===== config.mk =====
export PLATFORM = sky130hd
export DESIGN_NAME = timer_device
export DESIGN_NICKNAME = d
export VERILOG_FILES = /design/src/rtl/timer_pkg.sv /design/src/rtl/timer_prescaler.sv /design/src/rtl/timer_device.sv
export SDC_FILE = /design/constraint.sdc
export NUM_CORES = 1
export LEC_CHECK = 0
export CAP_MARGIN = 20
export CORE_MARGIN = 8
export CORE_UTILIZATION = 51
export CTS_CLUSTER_SIZE = 12
export DETAILED_ROUTE_END_ITERATION = 8
export GPL_TIMING_DRIVEN = 0
export HOLD_SLACK_MARGIN = 0.06
export PLACE_DENSITY = 0.81
export SLEW_MARGIN = 0
export SYNTH_ARGS = -nofsm -noshare
export SYNTH_HDL_FRONTEND = slang
export SYNTH_HIERARCHICAL = 1
export SYNTH_SLANG_ARGS = --single-unit

===== constraint.sdc =====
create_clock -name clk -period 3.94 [get_ports clk]
set_input_delay 0.788 -clock clk [delete_from_list [all_inputs] [get_ports clk]]
set_output_delay 0.788 -clock clk [all_outputs]
set_load 0.03 [all_outputs]

===== src/rtl/timer_pkg.sv =====
// Shared definitions for the memory-mapped down-counter timer: FSM states,
// register offsets and CTRL field layout.
package timer_pkg;

  typedef enum logic [1:0] {
    IDLE = 2'd0,
    LOAD = 2'd1,
    CNT  = 2'd2,
    INT  = 2'd3
  } state_t;

  localparam logic [1:0] OFF_CTRL     = 2'd0;
  localparam logic [1:0] OFF_PRESET   = 2'd1;
  localparam logic [1:0] OFF_COUNT    = 2'd2;
  localparam logic [1:0] OFF_PRESCALE = 2'd3;

  localparam int CTRL_EN      = 0;
  localparam int CTRL_MODE_LO = 1;
  localparam int CTRL_MODE_HI = 2;
  localparam int CTRL_IM      = 3;

  localparam logic [1:0] MODE_ONESHOT = 2'd0;
  localparam logic [1:0] MODE_RELOAD  = 2'd1;

  // Modes 2 and 3 fall back to one-shot behaviour.
  function automatic logic is_reload(input logic [1:0] mode);
    return mode == MODE_RELOAD;
  endfunction

endpackage


===== src/rtl/timer_prescaler.sv =====
// Tick generator for the optional prescaler: tick fires once every div+1
// cycles, phase restarted by the restart strobe.
module timer_prescaler (
  input  logic        clk,
  input  logic        reset,
  input  logic        restart,
  input  logic [15:0] div,
  output logic        tick
);

  logic [15:0] r_cnt;

  always_ff @(posedge clk or posedge reset) begin
    if (reset) begin
      r_cnt <= 16'd0;
    end else if (restart || r_cnt == 16'd0) begin
      r_cnt <= div;
    end else begin
      r_cnt <= r_cnt - 16'd1;
    end
  end

  assign tick = (r_cnt == 16'd0);

endmodule


===== src/rtl/timer_device.sv =====
// Memory-mapped programmable down-counter timer with interrupt output.
// Optional prescaler at offset 3 is enabled by defining TIMER_PRESCALE_EN.
//
// state | meaning
// IDLE  | waiting for CTRL.EN
// LOAD  | COUNT <= PRESET
// CNT   | counting down (on prescale tick)
// INT   | terminal count reached, irq_flag set
module timer_device
  import timer_pkg::*;
#(
  parameter logic [31:0] BASE_ADDR = 32'h0000_7F00,
  parameter int          CNT_W     = 32
) (
  input  logic        clk,
  input  logic        reset,
  input  logic [31:0] DEV_Addr,
  input  logic [31:0] DEV_WD,
  input  logic        DEV_WE,
  output logic [31:0] DEV_RD,
  output logic        IRQ
);

  state_t             r_state;
  logic               r_en;
  logic [1:0]         r_mode;
  logic               r_im;
  logic [CNT_W-1:0]   r_preset;
  logic [CNT_W-1:0]   r_count;
  logic               r_irq_flag;

  logic               w_hit;
  logic [1:0]         w_off;
  logic               w_wr_ctrl;
  logic               w_wr_preset;
  logic               w_freeze;
  logic               w_tick;
  logic               w_set_flag;
  logic [31:0]        w_rd;
  logic [1:0]         w_unused_addr;

  assign w_hit         = (DEV_Addr[31:4] == BASE_ADDR[31:4]);
  assign w_off         = DEV_Addr[3:2];
  assign w_unused_addr = DEV_Addr[1:0];
  assign w_wr_ctrl     = DEV_WE && w_hit && (w_off == OFF_CTRL);
  assign w_wr_preset   = DEV_WE && w_hit && (w_off == OFF_PRESET);
  // A CTRL write that drops EN stops the count on the very edge it lands.
  assign w_freeze      = w_wr_ctrl && !DEV_WD[CTRL_EN];
  assign w_set_flag    = (r_state == CNT) && r_en && !w_freeze && w_tick &&
                         (r_count <= CNT_W'(1));

`ifdef TIMER_PRESCALE_EN
  logic [15:0] r_prescale;

  always_ff @(posedge clk or posedge reset) begin
    if (reset) begin
      r_prescale <= 16'd0;
    end else if (DEV_WE && w_hit && (w_off == OFF_PRESCALE)) begin
      r_prescale <= DEV_WD[15:0];
    end
  end

  timer_prescaler u_prescaler (
    .clk     (clk),
    .reset   (reset),
    .restart (r_state == LOAD),
    .div     (r_prescale),
    .tick    (w_tick)
  );
`else
  assign w_tick = 1'b1;
`endif

  always_ff @(posedge clk or posedge reset) begin
    if (reset) begin
      r_state    <= IDLE;
      r_en       <= 1'b0;
      r_mode     <= MODE_ONESHOT;
      r_im       <= 1'b0;
      r_preset   <= '0;
      r_count    <= '0;
      r_irq_flag <= 1'b0;
    end else begin
      if (w_wr_ctrl) begin
        r_en   <= DEV_WD[CTRL_EN];
        r_mode <= DEV_WD[CTRL_MODE_HI:CTRL_MODE_LO];
        r_im   <= DEV_WD[CTRL_IM];
      end
      if (w_wr_preset) begin
        r_preset <= DEV_WD[CNT_W-1:0];
      end

      case (r_state)
        IDLE: begin
          if (r_en) r_state <= LOAD;
        end
        LOAD: begin
          r_count <= r_preset;
          r_state <= CNT;
        end
        CNT: begin
          if (!r_en) begin
            r_state <= IDLE;
          end else if (!w_freeze && w_tick) begin
            if (r_count <= CNT_W'(1)) begin
              r_count <= '0;
              r_state <= INT;
            end else begin
              r_count <= r_count - CNT_W'(1);
            end
          end
        end
        INT: begin
          if (is_reload(r_mode)) begin
            r_state <= LOAD;
          end else begin
            if (!w_wr_ctrl) r_en <= 1'b0;
            r_state <= IDLE;
          end
        end
        default: r_state <= IDLE;
      endcase

      // Flag set beats a clearing write on the same edge.
      if (w_set_flag) begin
        r_irq_flag <= 1'b1;
      end else if (w_wr_ctrl || w_wr_preset) begin
        r_irq_flag <= 1'b0;
      end else if (r_state == INT && is_reload(r_mode)) begin
        r_irq_flag <= 1'b0;
      end
    end
  end

  always_comb begin
    w_rd = '0;
    if (!reset && w_hit) begin
      case (w_off)
        OFF_CTRL:   w_rd = {28'd0, r_im, r_mode, r_en};
        OFF_PRESET: w_rd = 32'(r_preset);
        OFF_COUNT:  w_rd = 32'(r_count);
`ifdef TIMER_PRESCALE_EN
        default:    w_rd = {16'd0, r_prescale};
`else
        default:    w_rd = '0;
`endif
      endcase
    end
  end

  assign DEV_RD = w_rd;
  assign IRQ    = r_irq_flag & r_im;

endmodule

## Yosys cells after proc, flatten, opt, wreduce, memory -nomap -nowiden

Cells that the tools add are included.

- Add/subtract/negate cells: 1
- Magnitude comparators: 1
- Mux-type cells: 19
- Equality and inequality tests: 12
- Bitwise operators: 1
- Reductions and logical operators: 19

Operators with widths:

| operator | count |
|---|---|
| $mux 32 | 4 |
| $pmux 32 s3 | 1 |
| $pmux 32 s2 | 1 |
| $le 32x1->1 const B | 1 |
| $sub 32x1->32 const B | 1 |
| $eq 28x11->1 const B | 1 |
| $logic_and 1x1->1 | 9 |
| $mux 1 | 8 |
| $mux 2 | 4 |
| $pmux 2 s4 | 1 |
| $eq 2x1->1 const B | 3 |
| $eq 2x2->1 const B | 3 |
| $ne 2x2->1 const B | 3 |
| $reduce_and 3->1 | 2 |
| $logic_not 2->1 | 2 |
| $logic_not 1->1 | 3 |
| $ne 3x2->1 const B | 1 |
| $ne 3x3->1 const B | 1 |
| $reduce_bool 3->1 | 1 |
| $reduce_bool 2->1 | 1 |
| $and 1x1->1 | 1 |
| $logic_or 1x1->1 | 1 |

- Bits of input ports: 67
- Output and inout bits: 33
- Register bits: 71

## Depth between registers and ports, before layout

Gate-level depths: netlist of run 1.

- Depth in word-level cells: 8
- Mapped depth: 10
- Mapped depth without buffers: 8

## Worst setup path before layout of run 1

No wires, ideal clock.

- Path kind: input -> output
- From: input reset
- To: output DEV_RD[10]
- Cell stages on the path: 4
- Path buffers: 1
- Arrival time: 3.327 ns
- Data required time: 3.152 ns
- Path slack: -0.175 ns
- Cell sequence: inv_1 > nand2_1 > clkbuf_1 > nor2_1

- Longest elaborated chain between the ends: 3

RTL lines:

| item | line | source |
|---|---|---|
| start, declared | timer_device.sv:16 | `input logic reset,` |
| $logic_not 1->1 | timer_device.sv:137 | `if (!reset && w_hit) begin` |
| $logic_and 1x1->1 | timer_device.sv:137 |  |
| $mux 32 | timer_device.sv:137 |  |
| end, declared | timer_device.sv:20 | `output logic [31:0] DEV_RD,` |

Every way passes these cells.

## Worst setup path in the final report of run 1

- From: input DEV_Addr[2]
- To: output DEV_RD[20]

- Longest elaborated chain between the ends: 3
- Elaborated cells between the ends (all ways): 5

RTL lines:

| item | line | source |
|---|---|---|
| start, declared | timer_device.sv:17 | `input logic [31:0] DEV_Addr,` |
| $eq 2x2->1 (tied with other cells) | timer_device.sv:138 | `case (w_off)` |
| $pmux 32 s3 (*) | timer_device.sv:138 |  |
| $mux 32 (*) | timer_device.sv:137 |  |

Every way passes the cells marked *; elsewhere a longest branch is shown, timed or not.

==> impl_summary.txt, run 1 <==
----------------------------------------------------
[Clock network]
  CTS Hold Bufs ... 0
  CTS tree ... yes
  Inserted Clock Buffers ... 9
  Number of sinks driven by the clock tree ... 71
  Insertion delay to the later sink of the worst-skew pair ... 0.36 ns
  H-Tree Depth ... 3
  Clock transition time at the flip-flop clock pins of the worst setup and hold paths ... 0.07 ns
  Clock tree root buffer cell ... sky130_fd_sc_hd__clkbuf_8
  Longest Clk Path Bufs ... 2

[Power and ir drop]
  IR Drop Worst-Case VDD ... 215 uV
  Overall power ... 1480 uW
  Areal power density over the cells ... 270 nW/um2
  Leak pwr ... 0.00236 uW

[Synth]
  Syn Inst Count ... 459
  Warnings, synthesis ... 6
  Syn nets ... 528
  Fraction of synthesis flops using an asynchronous set or reset pin ... 1.00
  Main synth FF type ... sky130_fd_sc_hd__dfrtp_1
  Flip-flop and latch count after synthesis ... 71
  Sequential fraction of the synthesis area ... 0.417
  Average instance area after synthesis ... 9.29 um2
  Parity-gate share of the synthesized area counting xor and xnor cells ... 0
  Simple logic cell fraction of the synthesized area ... 0.197
  Post-synthesis adder-cell area fraction ... 0.00587
  Largest family of logic cells by synthesized area ... compound AO/OA/AOI/OAI gates
  Area fraction in compound gates after synthesis ... 0.229
  Number of distinct library cells after synthesis ... 51
  Post-synthesis instance area ... 4270 um2
  Proportion of synthesized area in mux cells ... 0.0939
  EDFF count, synth ... 0

[Outcome]
  Outcome ... complete, no violations

[Layout]
  Number of antenna cells inserted ... 0
  Most frequent standard cell in the layout excluding fill and tap cells ... sky130_fd_sc_hd__dfrtp_1
  Net total in the final layout ... 639
  Non-Filler Instances ... 679
  Commonest cells after routing, fill and taps aside ... sky130_fd_sc_hd__dfrtp_1 (71), sky130_fd_sc_hd__clkdlybuf4s50_1 (64), sky130_fd_sc_hd__nor2_1 (63)
  Layout overhead on the synthesized area ... 28.5%
  Share of post-route cells with drive strength above 1 ... 0.195

[STA]
  Final hold vios ... 0
  Number of pins with negative max-slew slack in the final report ... 0
  Slew @ Worst Pin ... 0.898 ns
  Final worst path period share ... 0.947
  Worst rel slew slack ... 0.396
  Final critical-path required period ... 3.73 ns
  Max Clock Skew ... 0.00727 ns
  Count of final setup violators ... 0
  Fmax achieved ... 268 MHz
  Worst Hold Slack ... 0.507 ns
  Setup repair after global routing missed its margin ... false

[Setup path]
  Crit. Startpoint ... DEV_Addr[2]
  Register-to-Register Path Depth ... 7
  Critical-path cell list ... clkdlybuf4s50_1 -> nor2b_1 -> clkbuf_1 -> buf_1 -> a22oi_1 -> nor2_1 -> clkbuf_2
  Class of the most critical setup path ... input pin to primary output
  Worst setup EP type ... primary output
  Worst reg2reg path startpoint ... r_count[23]
  Largest fanout on the critical path ... 10
  Critical Path Source Type ... input pin
  Slowest CP cell ... sky130_fd_sc_hd__clkdlybuf4s50_1
  Critical Path RT ... 3.15 ns
  R2R setup slack ... 0.96 ns
  Delay of the slowest cell on the worst path ... 0.52 ns
  Capturing point of the worst reg2reg path ... r_count[23]
  Data arrival time at the worst-slack endpoint ... 2.95 ns

[Routing]
  Routed WL ... 14,100 um
  Drt drc ... 0
  Post-route ant nets ... 0
  Overall via count from detail_route ... 4,257
  Number of DRC markers in iteration 0 ... 457
  Total iterations of the first detailed-routing run ... 5
  Average routed wire per standard cell ... 20.7 um
  Vias per std cell ... 6.27

[Flow run]
  Max Cap Violations ... 0

[Floorplan]
  Y dimension of the die ... 107 um
  Die X-Extent ... 107 um
  Number of I/O pins ... 100
  Row cnt ... 33
  Starting Density ... 0.522
  Full die area ... 11,500 um2
  Core Area ... 8180 um2

[Placed design]
  Count of input and output buffers ... 96
  Placed wire-length estimate after detailed placement ... 10,100 um
  GPL Wtd Cong ... 0.900
  Instance count after placement with tap cells included ... 661

[Hold path]
  Hold EP ... r_mode[0]
  Worst min-delay path startpoint ... r_mode[0]
  Worst hold path type ... register to register
  Number of stages on the worst hold path ... 2

[Global route]
  Largest net degree at the start of global routing ... 38
  Overflow left after global routing ... 0
  Antenna violations before repair ... 0
  Via count of the first global-routing pass ... 4,382
  Global-route usage over all layers ... 0.246
  First-pass GRT wire length ... 22,600 um

----------------------------------------------------
## how the worst max path moves through the flow
stage | endpoint | slack [ns] | cells past startpoint
6_report | DEV_RD[20] | 0.21 | 7
5_1_grt | DEV_RD[12] | 0.07 | 8
4_1_cts | DEV_RD[2] | 0.03 | 8
3_5_place_dp | DEV_RD[2] | -0.57 | 6
3_3_place_gp | DEV_RD[12] | -1.39 | 6
2_1_floorplan | DEV_RD[10] | 0.51 | 4
## synthesized netlist by cell type (3+ instances only)
cell	n	area [um2]
sky130_fd_sc_hd__dfrtp_1	71	1780
sky130_fd_sc_hd__nor2_1	63	236
sky130_fd_sc_hd__a22oi_1	34	255
sky130_fd_sc_hd__mux2_2	32	360
sky130_fd_sc_hd__nand2_1	31	116
sky130_fd_sc_hd__o21ai_0	26	130
sky130_fd_sc_hd__clkbuf_1	22	82.6
sky130_fd_sc_hd__a21oi_1	14	70.1
sky130_fd_sc_hd__nor3_1	14	70.1
sky130_fd_sc_hd__nor4_1	14	87.6
sky130_fd_sc_hd__o2bb2ai_1	14	123
sky130_fd_sc_hd__inv_1	13	48.8
sky130_fd_sc_hd__a22o_1	11	96.3
sky130_fd_sc_hd__a32oi_1	9	78.8
sky130_fd_sc_hd__buf_6	7	78.8
sky130_fd_sc_hd__nand3_1	7	35.0
sky130_fd_sc_hd__nand2b_1	5	31.3
sky130_fd_sc_hd__nor2b_1	5	31.3
sky130_fd_sc_hd__o21ai_2	5	43.8
sky130_fd_sc_hd__o22ai_1	5	31.3
sky130_fd_sc_hd__buf_2	4	20.0
sky130_fd_sc_hd__mux2i_1	4	40.0
sky130_fd_sc_hd__nand4_1	4	25.0
sky130_fd_sc_hd__o31ai_1	4	30.0
sky130_fd_sc_hd__and2_1	3	18.8
sky130_fd_sc_hd__or4_1	3	22.5
## area by class of cell
| cell class | count | area [um2] |
|---|---|---|
| multi-input cells | 339 | 2240 |
| repair inverters | 1 | 5.00 |
| inverters | 13 | 52.6 |
| clock inverters | 4 | 70.1 |
| fillers | 679 | 2690 |
| flip-flops and latches | 71 | 1780 |
| plain buffers | 36 | 206 |
| well taps | 105 | 131 |
| clock buffers | 11 | 141 |
| repair buffers | 99 | 858 |
## repair_timing
| action | CTS | global route |
|---|---|---|
| endpoints found under the setup margin | 32 | 32 |
| gates cloned | 1 | 0 |
| hold endpoints to repair | 0 | 0 |
| buffers inserted | 1 | 0 |
| gates resized for setup | 31 | 70 |
## per-stage QoR
step | utilization | setup TNS [ns] | area (um2) | worst slack (ns)
CTS | 0.681 | 0 | 5570 | 0.0259
floorplan | - | 0 | 4270 | 0.507
global route | 0.670 | 0 | 5480 | 0.0681
global placement | 0.656 | -42.70 | 5360 | -1.39
finish | 0.670 | 0 | 5480 | 0.207
detailed placement | 0.658 | -16.11 | 5380 | -0.570
## cells by family after synthesis
group	count (synthesis)
buffers and inverters	49
adders and majority gates	2
muxes	36
DFF	71
AOI/OAI and AO/OA	135
and+or+nand+nor	166
## sequential cells by signal, summed over array words and instances (netlist names)
name	flops
r_preset	32
r_count	32
r_state	2
r_mode	2
r_irq_flag	1
r_im	1
r_en	1
## worst max-delay path, delay by kind of cell
kind	cells	cell delay [ns]
AOI/OAI and AO/OA	1	0.14
buffers and inverters	4	1.70
and+or+nand+nor	2	0.29
## where the power goes
group | total (uW) | switching (uW) | internal (uW)
registers | 728 | 0.0000823 | 728
clock network | 647 | 278 | 369
logic | 107 | 42.6 | 64.0
total | 1480 | 321 | 1160
## routing by layer
layer,part of all wire,GRT usage,vias to the layer above
met4,0.020,0.0862,0
met3,0.069,0.0551,30
met5,0,0,-
met2,0.48,0.404,210
li1,-,-,1945
met1,0.43,0.313,2072
Note: power is estimated with default switching activity, not from simulation.
==> inputs of run 2 (changes only) <==
--- a/config.mk
+++ b/config.mk
@@ -7,4 +7,5 @@
 export LEC_CHECK = 0
 export CAP_MARGIN = 20
+export CORE_ASPECT_RATIO = 0.7
 export CORE_MARGIN = 8
 export CORE_UTILIZATION = 51
==> constraint.sdc (replaced) <==
create_clock -name clk -period 3.94 [get_ports clk]
set_input_delay 0.394 -clock clk [delete_from_list [all_inputs] [get_ports clk]]
set_output_delay 0.394 -clock clk [all_outputs]
set_load 0.03 [all_outputs]
==> impl_summary.txt, run 2 (synthesis results as in run 1) <==
----------------------------------------------------
[Clock network]
  Clock transition time at the flip-flop clock pins of the worst setup and hold paths ... 0.06 ns (was 0.07 ns)
  Longest Clk Path Bufs ... 2 (unchanged)
  Clock tree root buffer cell ... sky130_fd_sc_hd__clkbuf_16 (was sky130_fd_sc_hd__clkbuf_8)
  Number of sinks driven by the clock tree ... 71 (unchanged)
  Inserted Clock Buffers ... 9 (unchanged)
  CTS tree ... yes (unchanged)
  CTS Hold Bufs ... 0 (unchanged)
  Buffers inserted by post-CTS timing repair ... 0 (was 1)
  H-Tree Depth ... 3 (unchanged)
  Insertion delay to the later sink of the worst-skew pair ... 0.34 ns (was 0.36 ns)
  Count of cells resized by post-cts repair ... 0 (was 31)

[Layout]
  Largest registers ... r_count x32, r_preset x32 (unchanged)
  Most frequent standard cell in the layout excluding fill and tap cells ... sky130_fd_sc_hd__clkdlybuf4s50_1 (was sky130_fd_sc_hd__dfrtp_1)
  Final core utilization ... 0.689 (was 0.670)
  Number of antenna cells inserted ... 0 (unchanged)
  Layout overhead on the synthesized area ... 34.1% (was 28.5%)
  Fill cells ... 673 (was 679)
  Commonest cells after routing, fill and taps aside ... sky130_fd_sc_hd__clkdlybuf4s50_1 (96), sky130_fd_sc_hd__dfrtp_1 (71), sky130_fd_sc_hd__nor2_1 (63) (was sky130_fd_sc_hd__dfrtp_1 (71), sky130_fd_sc_hd__clkdlybuf4s50_1 (64), sky130_fd_sc_hd__nor2_1 (63))
  Share of post-route cells with drive strength above 1 ... 0.133 (was 0.195)
  Net total in the final layout ... 636 (was 639)

[Global route]
  Met1 usage in global routing ... 0.342 (was 0.313)
  Met2 track demand over resource in global routing ... 0.375 (was 0.404)
  Peak-usage layer in the global routing report ... met2 (unchanged)
  Overflow left after global routing ... 0 (unchanged)
  Via count of the first global-routing pass ... 4,291 (was 4,382)
  First-pass GRT wire length ... 23,000 um (was 22,600 um)
  M3 GR Usage ... 0.0688 (was 0.0551)
  Antenna violations before repair ... 0 (unchanged)
  Largest net degree at the start of global routing ... 69 (was 38)
  Global-route usage over all layers ... 0.248 (was 0.246)

[STA]
  Count of final setup violators ... 0 (unchanged)
  Setup repair after global routing missed its margin ... false (unchanged)
  Final hold vios ... 0 (unchanged)
  Worst rel slew slack ... 0.262 (was 0.396)
  Fmax achieved ... 283 MHz (was 268 MHz)
  Aggregate negative setup slack ... 0 ns (unchanged)
  Max Clock Skew ... 0.00601 ns (was 0.00727 ns)
  Number of pins with negative max-slew slack in the final report ... 0 (unchanged)
  Slew @ Worst Pin ... 1.10 ns (was 0.898 ns)
  Final worst path period share ... 0.897 (was 0.947)
  Final worst slack ... 0.406 ns (was 0.207 ns)
  Final critical-path required period ... 3.53 ns (was 3.73 ns)

[Floorplan]
  Number of I/O pins ... 100 (unchanged)
  Core Area ... 8300 um2 (was 8180 um2)
  Die X-Extent ... 125 um (was 107 um)
  Row cnt ... 28 (was 33)
  Full die area ... 11,600 um2 (was 11,500 um2)
  Starting Density ... 0.514 (was 0.522)
  Y dimension of the die ... 92.5 um (was 107 um)

[Routing]
  Number of DRC markers in iteration 0 ... 518 (was 457)
  Routed WL ... 14,100 um (about the same)
  Overall via count from detail_route ... 4,286 (was 4,257)
  Drt drc ... 0 (unchanged)
  Post-route ant nets ... 0 (unchanged)
  Total iterations of the first detailed-routing run ... 5 (unchanged)
  Vias per std cell ... 6.33 (was 6.27)
  Average routed wire per standard cell ... 20.9 um (was 20.7 um)

[Setup path]
  Cell depth of the worst setup path ... 8 (was 7)
  Largest delay share family, worst path ... buffers and inverters (unchanged)
  Critical Path Source Type ... input pin (unchanged)
  Delay of the slowest cell on the worst path ... 0.71 ns (was 0.52 ns)
  Worst setup EP type ... primary output (unchanged)
  Data arrival time at the worst-slack endpoint ... 3.14 ns (was 2.95 ns)
  Register-to-Register Path Depth ... 7 (unchanged)
  Combined buffer and inverter count along the critical path ... 3 (was 4)
  Slowest CP cell ... sky130_fd_sc_hd__clkdlybuf4s50_1 (unchanged)
  Critical Path RT ... 3.55 ns (was 3.15 ns)
  Class of the most critical setup path ... input pin to primary output (unchanged)
  Worst path most repeated cell ... sky130_fd_sc_hd__clkdlybuf4s50_1
  Critical-path cell list ... clkdlybuf4s50_1 -> nor4b_1 -> nand4_1 -> nor3_1 -> nand2_1 -> clkbuf_1 -> nor2_1 -> clkdlybuf4s50_1 (was clkdlybuf4s50_1 -> nor2b_1 -> clkbuf_1 -> buf_1 -> a22oi_1 -> nor2_1 -> clkbuf_2)
  Largest fanout on the critical path ... 10 (unchanged)

[Power and ir drop]
  Leak pwr ... 0.00231 uW (was 0.00236 uW)
  IR Drop Worst-Case VDD ... 296 uV (was 215 uV)
  Areal power density over the cells ... 303 nW/um2 (was 270 nW/um2)

[Placed design]
  GPL Wtd Cong ... 0.929 (was 0.900)
  Placed wire-length estimate after detailed placement ... 10,500 um (was 10,100 um)
  Setup Slack @ Placement ... 0.442 ns (was -0.570 ns)
  Count of input and output buffers ... 96 (unchanged)

[Flow run]
  Max Cap Violations ... 0 (unchanged)

[Outcome]
  Outcome ... complete, no violations (unchanged)

[Hold path]
  Worst hold path type ... input pin to async pin (was register to register)

----------------------------------------------------
-- run 2: cell types whose count changed in the layout (fill, tap and decap cells not counted), moves of 2 or more --
cell and change:
sky130_fd_sc_hd__clkbuf_1 +4, sky130_fd_sc_hd__clkbuf_16 +9, sky130_fd_sc_hd__clkbuf_2 -35, sky130_fd_sc_hd__clkbuf_8 -8
sky130_fd_sc_hd__clkdlybuf4s50_1 +32, sky130_fd_sc_hd__dlymetal6s2s_1 -2
-- run 2: per-layer routing --
layer  vias up  part of all wire
met5         -                 0
met4         0             0.017
met3        25             0.095
met2       233              0.44
met1      2089              0.45
li1       1939                 -
-- run 2: final timing paths --
check | startpoint | to | slack [ns]
worst min register to register | r_mode[0] | r_mode[0] | 0.51
worst min-delay path | reset | r_state[0] | 0.29
worst max-delay path | DEV_Addr[17] | DEV_RD[11] | 0.41
worst max register to register | r_count[23] | r_count[1] | 0.91
max in group asynchronous | reset | r_im | 3.13
min in group clk | r_mode[0] | r_mode[0] | 0.51
-- run 2: area by class of cell --
cell class,count,area [um2],area share
tap,105,131,0.0230
inverter,13,51.3,0.00897
clock buffer,11,253,0.0442
sequential,71,1780,0.311
timing repair buffer,97,988,0.173
multi-input combinational,339,2240,0.392
clock inverter,5,80.1,0.0140
buffer,36,200,0.0350
-- run 2: where the power goes --
part | switching (uW) | internal [uW]
sequential | 0.0000789 | 729
combinational | 40.1 | 62.5
clock | 313 | 587
-- run 2: worst reg2reg max path, cell delays in order, from the launching register on --
cell                       delay, ns
sky130_fd_sc_hd__dfrtp_1        0.43
sky130_fd_sc_hd__nor4_1         0.52
sky130_fd_sc_hd__o211ai_1       0.28
sky130_fd_sc_hd__nor4_4         0.58
sky130_fd_sc_hd__nor2_1         0.29
sky130_fd_sc_hd__clkbuf_1       0.38
sky130_fd_sc_hd__a221oi_1       0.35
sky130_fd_sc_hd__a21oi_1        0.07
-- run 2: through the flow --
stage	power [uW]	instance area, um2	instances	hold WS, ns
finish	1730	5720	677	0.286
global route	1780	5720	677	0.294
CTS	1740	5720	677	0.287
detailed placement	846	5390	661	0.499
global placement	839	5360	660	0.494
floorplan	768	4270	459	0.450
==> inputs of run 3 (changes only) <==
--- a/config.mk
+++ b/config.mk
@@ -9,10 +9,10 @@
 export CORE_ASPECT_RATIO = 0.7
 export CORE_MARGIN = 8
-export CORE_UTILIZATION = 51
+export CORE_UTILIZATION = 40
 export CTS_CLUSTER_SIZE = 12
 export DETAILED_ROUTE_END_ITERATION = 8
 export GPL_TIMING_DRIVEN = 0
 export HOLD_SLACK_MARGIN = 0.06
-export PLACE_DENSITY = 0.81
+export PLACE_DENSITY = 0.66
 export SLEW_MARGIN = 0
 export SYNTH_ARGS = -nofsm -noshare
==> constraint.sdc (replaced) <==
create_clock -name clk -period 3.94 [get_ports clk]
set_input_delay 0.394 -clock clk [delete_from_list [all_inputs] [get_ports clk]]
set_output_delay 0.394 -clock clk [all_outputs]
set_load 0.005 [all_outputs]
==> impl_summary.txt, run 3 (synthesis results as in run 1) <==
----------------------------------------------------
[Routing]
  Routed WL ... 14,200 um (was 14,100 um)
  Drt drc ... 0 (unchanged)
  Number of DRC markers in iteration 0 ... 346 (was 518)
  Post-route ant nets ... 0 (unchanged)
  Vias per std cell ... 5.91 (was 6.33)
  Average routed wire per standard cell ... 20.2 um (was 20.9 um)
  Total iterations of the first detailed-routing run ... 5 (unchanged)
  Overall via count from detail_route ... 4,162 (was 4,286)

[Power and ir drop]
  Overall power ... 1650 uW (was 1730 uW)
  IR Drop Worst-Case VDD ... 178 uV (was 296 uV)
  Leak pwr ... 0.00230 uW (was 0.00231 uW)
  Areal power density over the cells ... 289 nW/um2 (was 303 nW/um2)

[Placed design]
  Placed wire-length estimate after detailed placement ... 10,400 um (was 10,500 um)
  Instance count after placement with tap cells included ... 688 (was 661)
  GPL Wtd Cong ... 0.911 (was 0.929)
  Area after DPL ... 5410 um2 (was 5390 um2)
  Count of input and output buffers ... 96 (unchanged)
  Setup Slack @ Placement ... 0.666 ns (was 0.442 ns)

[Outcome]
  Outcome ... complete, no violations (unchanged)

[Global route]
  Antenna violations before repair ... 0 (unchanged)
  Largest net degree at the start of global routing ... 39 (was 69)
  Via count of the first global-routing pass ... 4,253 (was 4,291)
  Global-route usage over all layers ... 0.207 (was 0.248)
  Overflow left after global routing ... 0 (unchanged)
  First-pass GRT wire length ... 23,400 um (was 23,000 um)

[Layout]
  Post-route cell area ... 5710 um2 (was 5720 um2)
  Final core utilization ... 0.551 (was 0.689)
  Fill cells ... 943 (was 673)
  Number of antenna cells inserted ... 0 (unchanged)
  Largest registers ... r_count x32, r_preset x32 (unchanged)
  Layout overhead on the synthesized area ... 33.8% (was 34.1%)
  Commonest cells after routing, fill and taps aside ... sky130_fd_sc_hd__clkdlybuf4s50_1 (96), sky130_fd_sc_hd__dfrtp_1 (71), sky130_fd_sc_hd__nor2_1 (63) (unchanged)
  Share of post-route cells with drive strength above 1 ... 0.129 (was 0.133)
  Non-Filler Instances ... 704 (was 677)
  Net total in the final layout ... 636 (unchanged)
  Most frequent standard cell in the layout excluding fill and tap cells ... sky130_fd_sc_hd__clkdlybuf4s50_1 (unchanged)

[STA]
  Final hold vios ... 0 (unchanged)
  Final worst slack ... 0.655 ns (was 0.406 ns)
  Setup repair after global routing missed its margin ... false (unchanged)
  Fmax achieved ... 304 MHz (was 283 MHz)
  Final worst path period share ... 0.834 (was 0.897)
  Max Clock Skew ... 0.00339 ns (was 0.00601 ns)
  Final critical-path required period ... 3.29 ns (was 3.53 ns)
  Slew @ Worst Pin ... 0.884 ns (was 1.10 ns)
  Number of pins with negative max-slew slack in the final report ... 0 (unchanged)
  Count of final setup violators ... 0 (unchanged)
  Worst rel slew slack ... 0.405 (was 0.262)

[Clock network]
  H-Tree Depth ... 3 (unchanged)
  Insertion delay to the later sink of the worst-skew pair ... 0.34 ns (about the same)
  Inserted Clock Buffers ... 9 (unchanged)
  CTS Hold Bufs ... 0 (unchanged)
  Clock tree root buffer cell ... sky130_fd_sc_hd__clkbuf_16 (unchanged)
  Longest Clk Path Bufs ... 2 (unchanged)
  Count of cells resized by post-cts repair ... 0 (unchanged)
  Number of sinks driven by the clock tree ... 71 (unchanged)
  CTS tree ... yes (unchanged)
  Clock transition time at the flip-flop clock pins of the worst setup and hold paths ... 0.06 ns (about the same)
  Buffers inserted by post-CTS timing repair ... 0 (unchanged)

[Floorplan]
  Core Area ... 10,400 um2 (was 8300 um2)
  Y dimension of the die ... 102 um (was 92.5 um)
  Die X-Extent ... 139 um (was 125 um)
  Starting Density ... 0.412 (was 0.514)
  Number of I/O pins ... 100 (unchanged)
  Row cnt ... 31 (was 28)
  Full die area ... 14,300 um2 (was 11,600 um2)

[Setup path]
  R2R setup slack ... 1.01 ns (was 0.91 ns)
  Critical Path Source Type ... input pin (unchanged)
  Critical Path RT ... 3.55 ns (about the same)
  Data arrival time at the worst-slack endpoint ... 2.89 ns (was 3.14 ns)
  Largest fanout on the critical path ... 10 (unchanged)
  Worst setup EP type ... primary output (unchanged)
  Class of the most critical setup path ... input pin to primary output (unchanged)

[Hold path]
  Worst hold path type ... input pin to async pin (unchanged)

[Flow run]
  Max Cap Violations ... 0 (unchanged)

----------------------------------------------------
[run 3: cell types whose count changed in the layout (fill, tap and decap cells not counted), sizes merged]
cell,change
clkinv,+2
bufinv,-1
clkbuf,+1
clkinvlp,-2
[run 3: cell type report]
cell class              count  area (um2)  share of cell area
multi-input cells         339        2240               0.393
plain buffers              36         200              0.0351
clock inverters             4        45.0             0.00789
flip-flops and latches     71        1780               0.311
clock buffers              12         246              0.0432
inverters                  13        51.3             0.00899
well taps                 132         165              0.0289
repair buffers             97         981               0.172
[run 3: stage by stage]
step	hold slack [ns]	TNS, ns
finish	0.426	0
floorplan	0.450	0
global route	0.477	0
CTS	0.448	0
global placement	0.480	-40.45
detailed placement	0.490	0
[run 3: per-layer routing]
metal,vias up,global-route usage,part of all wire,wire length [um]
met1,1996,0.279,0.46,6560
met3,20,0.0658,0.10,1490
li1,1929,-,-,-
met2,217,0.312,0.42,5930
met4,0,0.0596,0.015,214
met5,-,0,0,0
[run 3: worst paths after layout]
| kind | from | to | cells past startpoint |
|---|---|---|---|
| worst max register to register | r_count[22] | r_count[1] | 7 |
| worst max-delay path | DEV_Addr[5] | DEV_RD[11] | 8 |
| worst min-delay path | reset | r_state[0] | 2 |
| worst min register to register | r_mode[0] | r_mode[0] | 2 |
| min in group clk | r_mode[0] | r_mode[0] | 2 |
| max in group asynchronous | reset | r_preset[14] | 3 |
[run 3: power breakdown]
part	switching (uW)	internal [uW]	total, uW
combinational	40.1	61.6	102
sequential	0.0000792	729	729
clock	311	504	815
total	351	1300	1650
[run 3: worst max-delay path: stages]
cell                              delay [ns]
sky130_fd_sc_hd__clkdlybuf4s50_1        0.40
sky130_fd_sc_hd__nor4b_1                0.32
sky130_fd_sc_hd__nand4_1                0.22
sky130_fd_sc_hd__nor3_1                 0.27
sky130_fd_sc_hd__nand2_1                0.24
sky130_fd_sc_hd__clkbuf_1               0.34
sky130_fd_sc_hd__nor2_1                 0.18
sky130_fd_sc_hd__clkdlybuf4s50_1        0.52
